[src/rtl/mc_inject_arbiter.sv]
`default_nettype none
// ============================================================================
//  Module      : mc_inject_arbiter
//  Description : Packet-atomic round-robin arbiter sharing one multicast
//                source-node router input port among N_REQ flit drivers.
//                A requester that wins with a head (or single) flit owns the
//                port until its tail (or single) flit handshakes, so flits of
//                different packets never interleave. While locked the owner's
//                stream is passed through combinationally (zero latency).
//  Revision    : 1.0 - initial release
// ----------------------------------------------------------------------------
//  Parameters
//    N_REQ     number of requesters (2..16)
//    DW        flit width (project-wide `DW, normally from params.svh)
//    TYPE_MSB  upper bit of the 2-bit flit type field [TYPE_MSB:TYPE_MSB-1]
//              01 head, 00 body, 10 tail, 11 single
//  Ports
//    clk        in   clock, all state changes on posedge
//    rst        in   asynchronous active-high reset
//    req_valid  in   [N_REQ]     per-requester flit valid
//    req_ready  out  [N_REQ]     per-requester flit accept
//    req_data   in   [N_REQ*DW]  flattened flits, requester i at [i*DW +: DW]
//    out_valid  out  flit valid to router port
//    out_ready  in   router accept
//    out_data   out  [DW] forwarded flit (zero when out_valid is low)
//    grant      out  [N_REQ] one-hot current owner, zero when idle
//    busy       out  high while a packet owns the port
//    proto_err  out  sticky protocol-error flag
//    pkt_cnt    out  [N_REQ*16] per-requester completed-packet counters,
//                    present only when MC_INJECT_ARB_CNT_EN is defined
//  Build option
//    MC_INJECT_ARB_CNT_EN  adds the pkt_cnt output and its counters
// ============================================================================

`ifndef DW
`define DW 32
`endif

module mc_inject_arbiter #(
    parameter int N_REQ    = 4,
    parameter int DW       = `DW,
    parameter int TYPE_MSB = DW - 1
) (
    input  logic                  clk,
    input  logic                  rst,
    input  logic [N_REQ-1:0]      req_valid,
    output logic [N_REQ-1:0]      req_ready,
    input  logic [N_REQ*DW-1:0]   req_data,
    output logic                  out_valid,
    input  logic                  out_ready,
    output logic [DW-1:0]         out_data,
    output logic [N_REQ-1:0]      grant,
    output logic                  busy,
`ifdef MC_INJECT_ARB_CNT_EN
    output logic [N_REQ*16-1:0]   pkt_cnt,
`endif
    output logic                  proto_err
);

    localparam int PW = $clog2(N_REQ);

    localparam logic [1:0] c_TYPE_HEAD = 2'b01;

    typedef enum logic [0:0] {
        ST_IDLE   = 1'b0,
        ST_LOCKED = 1'b1
    } state_t;

    state_t            r_state;
    state_t            w_state_nxt;
    logic [N_REQ-1:0]  r_grant;
    logic [N_REQ-1:0]  w_grant_nxt;
    logic [PW-1:0]     r_owner;
    logic [PW-1:0]     w_owner_nxt;
    logic [PW-1:0]     r_rr_ptr;
    logic [PW-1:0]     w_rr_ptr_nxt;
    logic              r_proto_err;
    logic              w_proto_err_nxt;

    logic [1:0]        w_type [N_REQ];
    logic [N_REQ-1:0]  w_elig;
    logic [N_REQ-1:0]  w_bad;

    logic              w_win_found;
    logic [PW-1:0]     w_win_idx;
    logic [PW:0]       w_scan;

    logic              w_own_valid;
    logic [1:0]        w_own_type;
    logic [DW-1:0]     w_own_data;
    logic              w_accept;

    // ------------------------------------------------------------------
    // Per-requester flit type decode. Head and single both have bit 0 set,
    // so that bit alone marks a packet start; body and tail in IDLE are
    // protocol violations.
    // ------------------------------------------------------------------
    generate
        for (genvar gi = 0; gi < N_REQ; gi++) begin : g_type
            assign w_type[gi] = req_data[gi*DW + TYPE_MSB -: 2];
            assign w_elig[gi] = req_valid[gi] &  w_type[gi][0];
            assign w_bad[gi]  = req_valid[gi] & ~w_type[gi][0];
        end
    endgenerate

    // ------------------------------------------------------------------
    // Round-robin search starting at r_rr_ptr with wrap modulo N_REQ.
    // The scan index carries one extra bit so the wrap works for
    // non-power-of-two N_REQ.
    // ------------------------------------------------------------------
    always_comb begin
        w_win_found = 1'b0;
        w_win_idx   = '0;
        w_scan      = '0;
        for (int k = 0; k < N_REQ; k++) begin
            w_scan = {1'b0, r_rr_ptr} + (PW+1)'(k);
            if (w_scan >= (PW+1)'(N_REQ)) begin
                w_scan = w_scan - (PW+1)'(N_REQ);
            end
            if (!w_win_found && w_elig[w_scan[PW-1:0]]) begin
                w_win_found = 1'b1;
                w_win_idx   = w_scan[PW-1:0];
            end
        end
    end

    // ------------------------------------------------------------------
    // Owner selection and zero-latency pass-through.
    // ------------------------------------------------------------------
    always_comb begin
        w_own_valid = 1'b0;
        w_own_type  = 2'b00;
        w_own_data  = '0;
        for (int i = 0; i < N_REQ; i++) begin
            if (r_owner == PW'(i)) begin
                w_own_valid = req_valid[i];
                w_own_type  = w_type[i];
                w_own_data  = req_data[i*DW +: DW];
            end
        end
    end

    always_comb begin
        out_valid = 1'b0;
        out_data  = '0;
        req_ready = '0;
        if (r_state == ST_LOCKED) begin
            out_valid = w_own_valid;
            out_data  = w_own_valid ? w_own_data : '0;
            req_ready = r_grant & {N_REQ{out_ready}};
        end
    end

    assign w_accept = (r_state == ST_LOCKED) & w_own_valid & out_ready;

    // ------------------------------------------------------------------
    // Next-state logic
    // ------------------------------------------------------------------
    always_comb begin
        w_state_nxt     = r_state;
        w_grant_nxt     = r_grant;
        w_owner_nxt     = r_owner;
        w_rr_ptr_nxt    = r_rr_ptr;
        w_proto_err_nxt = r_proto_err;
        case (r_state)
            ST_IDLE: begin
                if (|w_bad) begin
                    w_proto_err_nxt = 1'b1;
                end
                if (w_win_found) begin
                    w_state_nxt            = ST_LOCKED;
                    w_owner_nxt            = w_win_idx;
                    w_grant_nxt            = '0;
                    w_grant_nxt[w_win_idx] = 1'b1;
                end
            end
            ST_LOCKED: begin
                if (w_accept) begin
                    // Bit 1 set means tail or single: packet ends here.
                    if (w_own_type[1]) begin
                        w_state_nxt  = ST_IDLE;
                        w_grant_nxt  = '0;
                        w_rr_ptr_nxt = (r_owner == PW'(N_REQ-1)) ? '0
                                                                 : r_owner + PW'(1);
                    end else if (w_own_type == c_TYPE_HEAD) begin
                        // A nested head is still forwarded; only flagged.
                        w_proto_err_nxt = 1'b1;
                    end
                end
            end
            default: begin
                w_state_nxt = ST_IDLE;
                w_grant_nxt = '0;
            end
        endcase
    end

    always_ff @(posedge clk or posedge rst) begin
        if (rst) begin
            r_state     <= ST_IDLE;
            r_grant     <= '0;
            r_owner     <= '0;
            r_rr_ptr    <= '0;
            r_proto_err <= 1'b0;
        end else begin
            r_state     <= w_state_nxt;
            r_grant     <= w_grant_nxt;
            r_owner     <= w_owner_nxt;
            r_rr_ptr    <= w_rr_ptr_nxt;
            r_proto_err <= w_proto_err_nxt;
        end
    end

    assign grant     = r_grant;
    assign busy      = (r_state == ST_LOCKED);
    assign proto_err = r_proto_err;

`ifdef MC_INJECT_ARB_CNT_EN
    // Completed-packet counters, free-running 16-bit with natural wrap.
    generate
        for (genvar gc = 0; gc < N_REQ; gc++) begin : g_cnt
            logic [15:0] r_cnt;
            always_ff @(posedge clk or posedge rst) begin
                if (rst) begin
                    r_cnt <= 16'd0;
                end else if (w_accept && w_own_type[1] && r_grant[gc]) begin
                    r_cnt <= r_cnt + 16'd1;
                end
            end
            assign pkt_cnt[gc*16 +: 16] = r_cnt;
        end
    endgenerate
`endif

endmodule

`default_nettype wire
[config.mk]
export PLATFORM = sky130hd
export DESIGN_NAME = mc_inject_arbiter
export DESIGN_NICKNAME = d
export VERILOG_FILES = /design/src/rtl/mc_inject_arbiter.sv
export SDC_FILE = /design/constraint.sdc
export NUM_CORES = 1
export LEC_CHECK = 0
export ABC_AREA = 1
export CORE_MARGIN = 10
export CORE_UTILIZATION = 29
export CTS_BUF_LIST = sky130_fd_sc_hd__clkbuf_8 sky130_fd_sc_hd__clkbuf_16
export DETAILED_ROUTE_END_ITERATION = 8
export PLACE_DENSITY = 0.76
export SYNTH_ARGS = -nofsm -noshare
export SYNTH_HDL_FRONTEND = slang
export SYNTH_SLANG_ARGS = --single-unit
[constraint.sdc]
create_clock -name clk -period 1.82 [get_ports clk]
set_clock_uncertainty 0.15 [all_clocks]
set_input_delay 0.273 -clock clk [delete_from_list [all_inputs] [get_ports clk]]
set_output_delay 0.273 -clock clk [all_outputs]
set_load 0.005 [all_outputs]
* Yosys cells after proc, flatten, opt, wreduce, memory -nomap -nowiden
Index checks and enable logic that the tools add are counted.
** Operators by class
- Eq/ne operators :: 10
- Multiplexer cells :: 52
- $add $sub $neg :: 8
- Order comparisons :: 10
- Reduce and logical (&&, ||, !) cells :: 13
- Bitwise gates (word level) :: 16
** Operators by type and width (number)
- 2-to-1 mux 32 bit :: 6
- 2-to-1 mux 2 bit :: 13
- 2-to-1 mux 1 bit :: 21
- 2-to-1 mux 4 bit :: 4
- < comparator 2 x 3 -> 1 bit (second input constant) :: 5
- bitwise AND 1 bit :: 10
- >= comparator 3 bit (second input constant) :: 3
- binary-select mux 1 bit (select 2 bit) :: 4
- one-hot mux 4 bit (2 select lines) :: 1
- subtractor 2 x 1 -> 2 bit (second input constant) :: 4
- adder 2 x 2 -> 3 bit (second input constant) :: 2
- != test 2 x 1 -> 1 bit (second input constant) :: 3
- != test 2 bit (second input constant) :: 3
- AND reduction 3 bit :: 2
- NOT 1 bit :: 5
- bitwise AND 4 bit :: 1
- == test 2 x 1 -> 1 bit (second input constant) :: 2
- == test 2 bit (second input constant) :: 2
- logical AND 1 bit :: 4
- one-hot mux 1 bit (2 select lines) :: 2
- AND reduction 4 bit :: 1
- OR reduction 4 bit :: 1
- adder 2 x 1 -> 3 bit (second input constant) :: 1
- >= comparator 2 x 3 -> 1 bit (second input constant) :: 1
- 6 further kinds :: 8
** Word-level totals
- Bits of input ports :: 135
- Bits in registers :: 10
- Logic and storage cells :: 114
- Output and inout bits :: 43

* Depth between registers and ports, before layout
- Depth in word-level cells :: 20
- Gate-level depth with buffers :: 13

* Worst setup path before layout
OpenSTA, ideal clock, no wires.
- Path type :: register to output
- From :: register r_owner[1]
- To :: output port out_data[21]
- Cell stages (with the launch flop) :: 11
- Data arrival time :: 1484 ps
- Data required time :: 1397 ps
- Setup slack :: -87 ps
- Path through :: dfrtp_1 -> inv_1 -> ha_1 -> buf_2 -> inv_2 -> o21ai_0 -> nand2_1 -> nand2_1 -> nand2_2 -> clkbuf_1 -> a21oi_1
** Between the ends
- Longest elaborated chain between the ends :: 7
- Elaborated cells on any way between the ends :: 14
** RTL lines
- start, declared :: RTL line 73 : logic [PW-1:0] r_owner;
- start signal, assigned :: RTL line 208 : r_owner <= w_owner_nxt;
- logical NOT 2 bit :: RTL line 135 : if (r_owner == PW'(i)) begin
- 2-to-1 mux 32 bit or 2-to-1 mux 1 bit (tied branches) (4 in series) :: RTL line 135
- 2-to-1 mux 32 bit (*) :: RTL line 149 : out_data = w_own_valid ? w_own_data : '0;
- 2-to-1 mux 32 bit (*) :: RTL line 147 : if (r_state == ST_LOCKED) begin
- end, declared :: RTL line 51 : output logic [DW-1:0] out_data,
Mark *: on every way between the ends. The rest lies on a longest branch, timed or not.

* Worst setup path in the final report
- From :: register r_owner[0]
- To :: output port out_data[31]
The elaborated chain is that of the path after synthesis.

==> results.env <==
STATUS='complete, but fails checks'
FAILED_CHECKS='setup timing'
ACHIEVABLE-FREQUENCY_MHz=436.2
CP.ARRIVAL_PS=1870
DRT_FIRST_PASS_ITERS=5
SYNTH_WARNINGS=0
SYNTH-EDFF-COUNT=0
HOLD_SLACK_PS=178.0
GRT_START_MAX_NET_PINS=31
IR_DROP_uV=782.6
GRT_PASS1_WL_MM=19.58
GRT_PASS1_VIAS=3463
MIN_PERIOD_PS=2293
POWER.DENSITY_CELL_AREA_nW_PER_UM2=1428
ANTENNA-DIODE-COUNT=0
MAX_SLEW.WORST_PIN.SLEW_PS=379.5
SETUP_TOTAL_NEGATIVE_SLACK_PS=-15360
TYPE_OF_ELEMENT_LAUNCHING_THE_CRITICAL_PATH='flop'
NUMCLOCKSINKS=10
TIMING.MAX_SLEW.REL_SLACK_PCT=74.67
AREA_GROWTH_SYN_TO_LAYOUT_PCT=128.4
FP.DIEW_UM=103.9
SWITCHINGPOWER_mW=3.314
NETLIST_AREA_UM2=2043
FIN_NETS=726
WORST_SETUP_HOLD_PATH_CLK_SLEW_PS=50
ANTENNA_FOUND_INITIAL=0
DRCVIOLATIONCOUNT=0
MIN_PATH_TYPE='in -> async'
POSTROUTEWIRELENGTH_MM=12.88
CORE_AREA_UM2=6832
DIEHEIGHT_UM=103.9
FIRST_ITER_VIOLATIONS=166
INTERNAL-POWER_mW=3.346
WORSTSETUPPATHTYPE='reg -> out'
SYNTH_SEQUENTIAL_AREA_RATIO_PCT=12.25
TOTAL_POWER_mW=6.661
DPL_WORST_SLACK_PS=-717.9
SLEW_VIOL_FINAL=0
FINALHOLDVIOLCOUNT=0
ROUTABILITYCONGESTION=0.8873
GR-USAGE-ALL-LAYERS_PCT=21.85
TOTAL_CONGESTION_OVERFLOW=0
FLOORPLAN.ROWS=30
WIRE_PER_INST_UM=18.91
ROUTED_VIA_DENSITY=5.231
SYNTH.NET_COUNT=514
HTREEDEPTH=1
DIE_AREA_UM2=10800
POWER.CLOCK.FRACTION_PCT=3.4
START_UTIL_PCT=29.91
MAIN_SYNTH_FF_TYPE='sky130_fd_sc_hd__dfrtp_1'
SYNTH_AREA_PER_CELL_UM2=5.449
FRACTION_OF_FINAL_LAYOUT_CELLS_WITH_DRIVE_STRENGTH_GREATER_THAN_1_PCT=29.74
CTS.PATH.MAX_BUFFERS=2
P_LEAK_nW=2.061
DRT.ANTENNA.VIOLATING_NETS=0
KIND_OF_CAPTURE_POINT_OF_THE_WORST_SETUP_PATH='primary output'
SYNTH_SEQ_CELLS=10
FINALCRITPERIODSHARE_PCT=126.0
UNREPAIRED_SETUP_ENDPOINTS_AFTER_GLOBAL_ROUTING='yes'
CTS_ROOT_BUFFER='sky130_fd_sc_hd__clkbuf_8'
P_SW_SHARE_PCT=49.76
NETLIST-CELL-TYPE-COUNT=26
COUNT_OF_INPUT_AND_OUTPUT_BUFFERS=177
CLOCK_INSERTION_DELAY_WORST_SKEW_PS=240
WORST-ENDPOINT-REQUIRED_PS=1400
TOTAL_CTS_BUFFERS=3
TRITONCTS='done'
DP_HPWL_MM=9.716
POSTSYNTH.ASYNCRESETSHARE_PCT=100.0
SETUP_SLACK_PS=-472.8
IOPINCOUNT=178
P_SEQ_SHARE_PCT=6.3
VIA_COUNT=3562
POSTLAYOUTCOREUTIL_PCT=68.30
REPORTED_MAX_CAP_VIOLATION_COUNT=0
POST_SYN_INSTANCES=375
SHARE_COMB_OF_TOTAL_POWER_PCT=90.2
SETUP_VIOLATIONS=41
CRITICAL_PATH.MAX_FANOUT=6
-- registers in the layout, indices dropped and copies added (netlist names) --
register and flops:
r_rr_ptr 2, busy 1, grant 4, proto_err 1
r_owner 2
-- cell families after synthesis --
logic type	after synthesis	synth area share (%)
buf+inv	50	9.920
compound gates	82	24.80
simple gates	229	50.58
flops	10	12.25
fa+ha+maj	4	2.450
-- cell type report --
cell class,count,area [um^2]
Multi-Input combinational cell,315,1849
Fill cell,607,2166
Timing Repair Buffer,237,2303
Inverter,20,97.59
Tap cell,96,120.1
Clock buffer,3,41.29
Sequential cell,10,254.0
-- synthesized netlist by cell type (all sizes together), types with 2 or more instances --
library cell | n | area, um^2
nand4 | 2 | 12.51
inv | 20 | 75.07
ha | 4 | 50.05
dfrtp | 10 | 250.2
o211ai | 30 | 225.2
nand2 | 123 | 494.2
a21oi | 37 | 188.9
clkbuf | 25 | 93.84
nand3 | 89 | 463.0
buf | 5 | 33.78
o21ai | 11 | 66.31
nor2 | 15 | 63.81
o22ai | 2 | 12.51
-- repair_timing --
item	in CTS	in global routing
setup buffers	16	4
pin swaps	8	14
setup endpoints to repair	45	43
hold buffers	0	0
resized for setup	157	45
cloned	3	2
-- power by group through the flow --
stage / clock (mW) / combinational [mW] / sequential, mW
after global routing: 0.246 / 6.51 / 0.429
final: 0.229 / 6.01 / 0.421
after detailed placement: 0 / 5.11 / 0.394
after floorplan: 0 / 2.94 / 0.370
after global placement: 0 / 5.04 / 0.392
after CTS: 0.229 / 5.64 / 0.403
-- critical path, cell delays in order, from the launching register on --
cell	delay, ps
sky130_fd_sc_hd__dfrtp_2	450
sky130_fd_sc_hd__ha_4	200
sky130_fd_sc_hd__buf_6	140
sky130_fd_sc_hd__clkbuf_16	160
sky130_fd_sc_hd__o21ai_2	130
sky130_fd_sc_hd__nand2_1	90
sky130_fd_sc_hd__nand2_2	90
sky130_fd_sc_hd__o21ai_2	80
sky130_fd_sc_hd__nor2_2	150
sky130_fd_sc_hd__buf_2	160
-- final timing paths --
kind                                      to  cells after the start  startpoint  slack, ps
max in group asynchronous         r_owner[0]                      2         rst       1040
worst min register to register     proto_err                      2   proto_err        400
worst max-delay path            out_data[31]                      9  r_owner[0]       -470
worst min-delay path                grant[1]                      2         rst        180
min in group clk                   proto_err                      2   proto_err        400
worst max register to register     proto_err                     14  r_owner[0]       -320
-- layer usage --
metal	global-route usage [%]	vias up	wire, um
li1	-	1715	-
met1	25.40	1685	5060
met2	39.86	150	6675
met3	5.266	12	970
met4	3.479	0	175
met5	0	-	0
-- cells in the final DEF, fill, tap and decap left out, types with 2 or more instances in the layout --
cell and count:
sky130_fd_sc_hd__buf_2 32, sky130_fd_sc_hd__o22ai_1 2, sky130_fd_sc_hd__nand3_1 82, sky130_fd_sc_hd__inv_1 12, sky130_fd_sc_hd__o21ai_2 5, sky130_fd_sc_hd__inv_2 3
sky130_fd_sc_hd__buf_16 3, sky130_fd_sc_hd__buf_4 38, sky130_fd_sc_hd__nor2_2 4, sky130_fd_sc_hd__clkbuf_8 3, sky130_fd_sc_hd__buf_6 7, sky130_fd_sc_hd__a21oi_1 4
sky130_fd_sc_hd__nand2_4 3, sky130_fd_sc_hd__dlygate4sd2_1 4, sky130_fd_sc_hd__o211ai_1 30, sky130_fd_sc_hd__dfrtp_1 7, sky130_fd_sc_hd__buf_12 9, sky130_fd_sc_hd__nand2_2 7
sky130_fd_sc_hd__nand3_2 6, sky130_fd_sc_hd__dfrtp_2 3, sky130_fd_sc_hd__nand2_1 112, sky130_fd_sc_hd__a21oi_2 31, sky130_fd_sc_hd__nor2_1 10, sky130_fd_sc_hd__a21oi_4 2
sky130_fd_sc_hd__dlymetal6s2s_1 4, sky130_fd_sc_hd__nand4_1 2, sky130_fd_sc_hd__clkbuf_16 2, sky130_fd_sc_hd__clkdlybuf4s50_1 136, sky130_fd_sc_hd__inv_4 2, sky130_fd_sc_hd__ha_4 3
sky130_fd_sc_hd__o21ai_1 4
-- per-stage QoR --
step | cell area, um^2 | std cells
6_report | 4666 | 681
3_3_place_gp | 4277 | 654
5_1_grt | 4666 | 681
2_1_floorplan | 2202 | 375
4_1_cts | 4506 | 675
3_5_place_dp | 4277 | 654
Note: power is estimated with default switching activity, not from simulation.
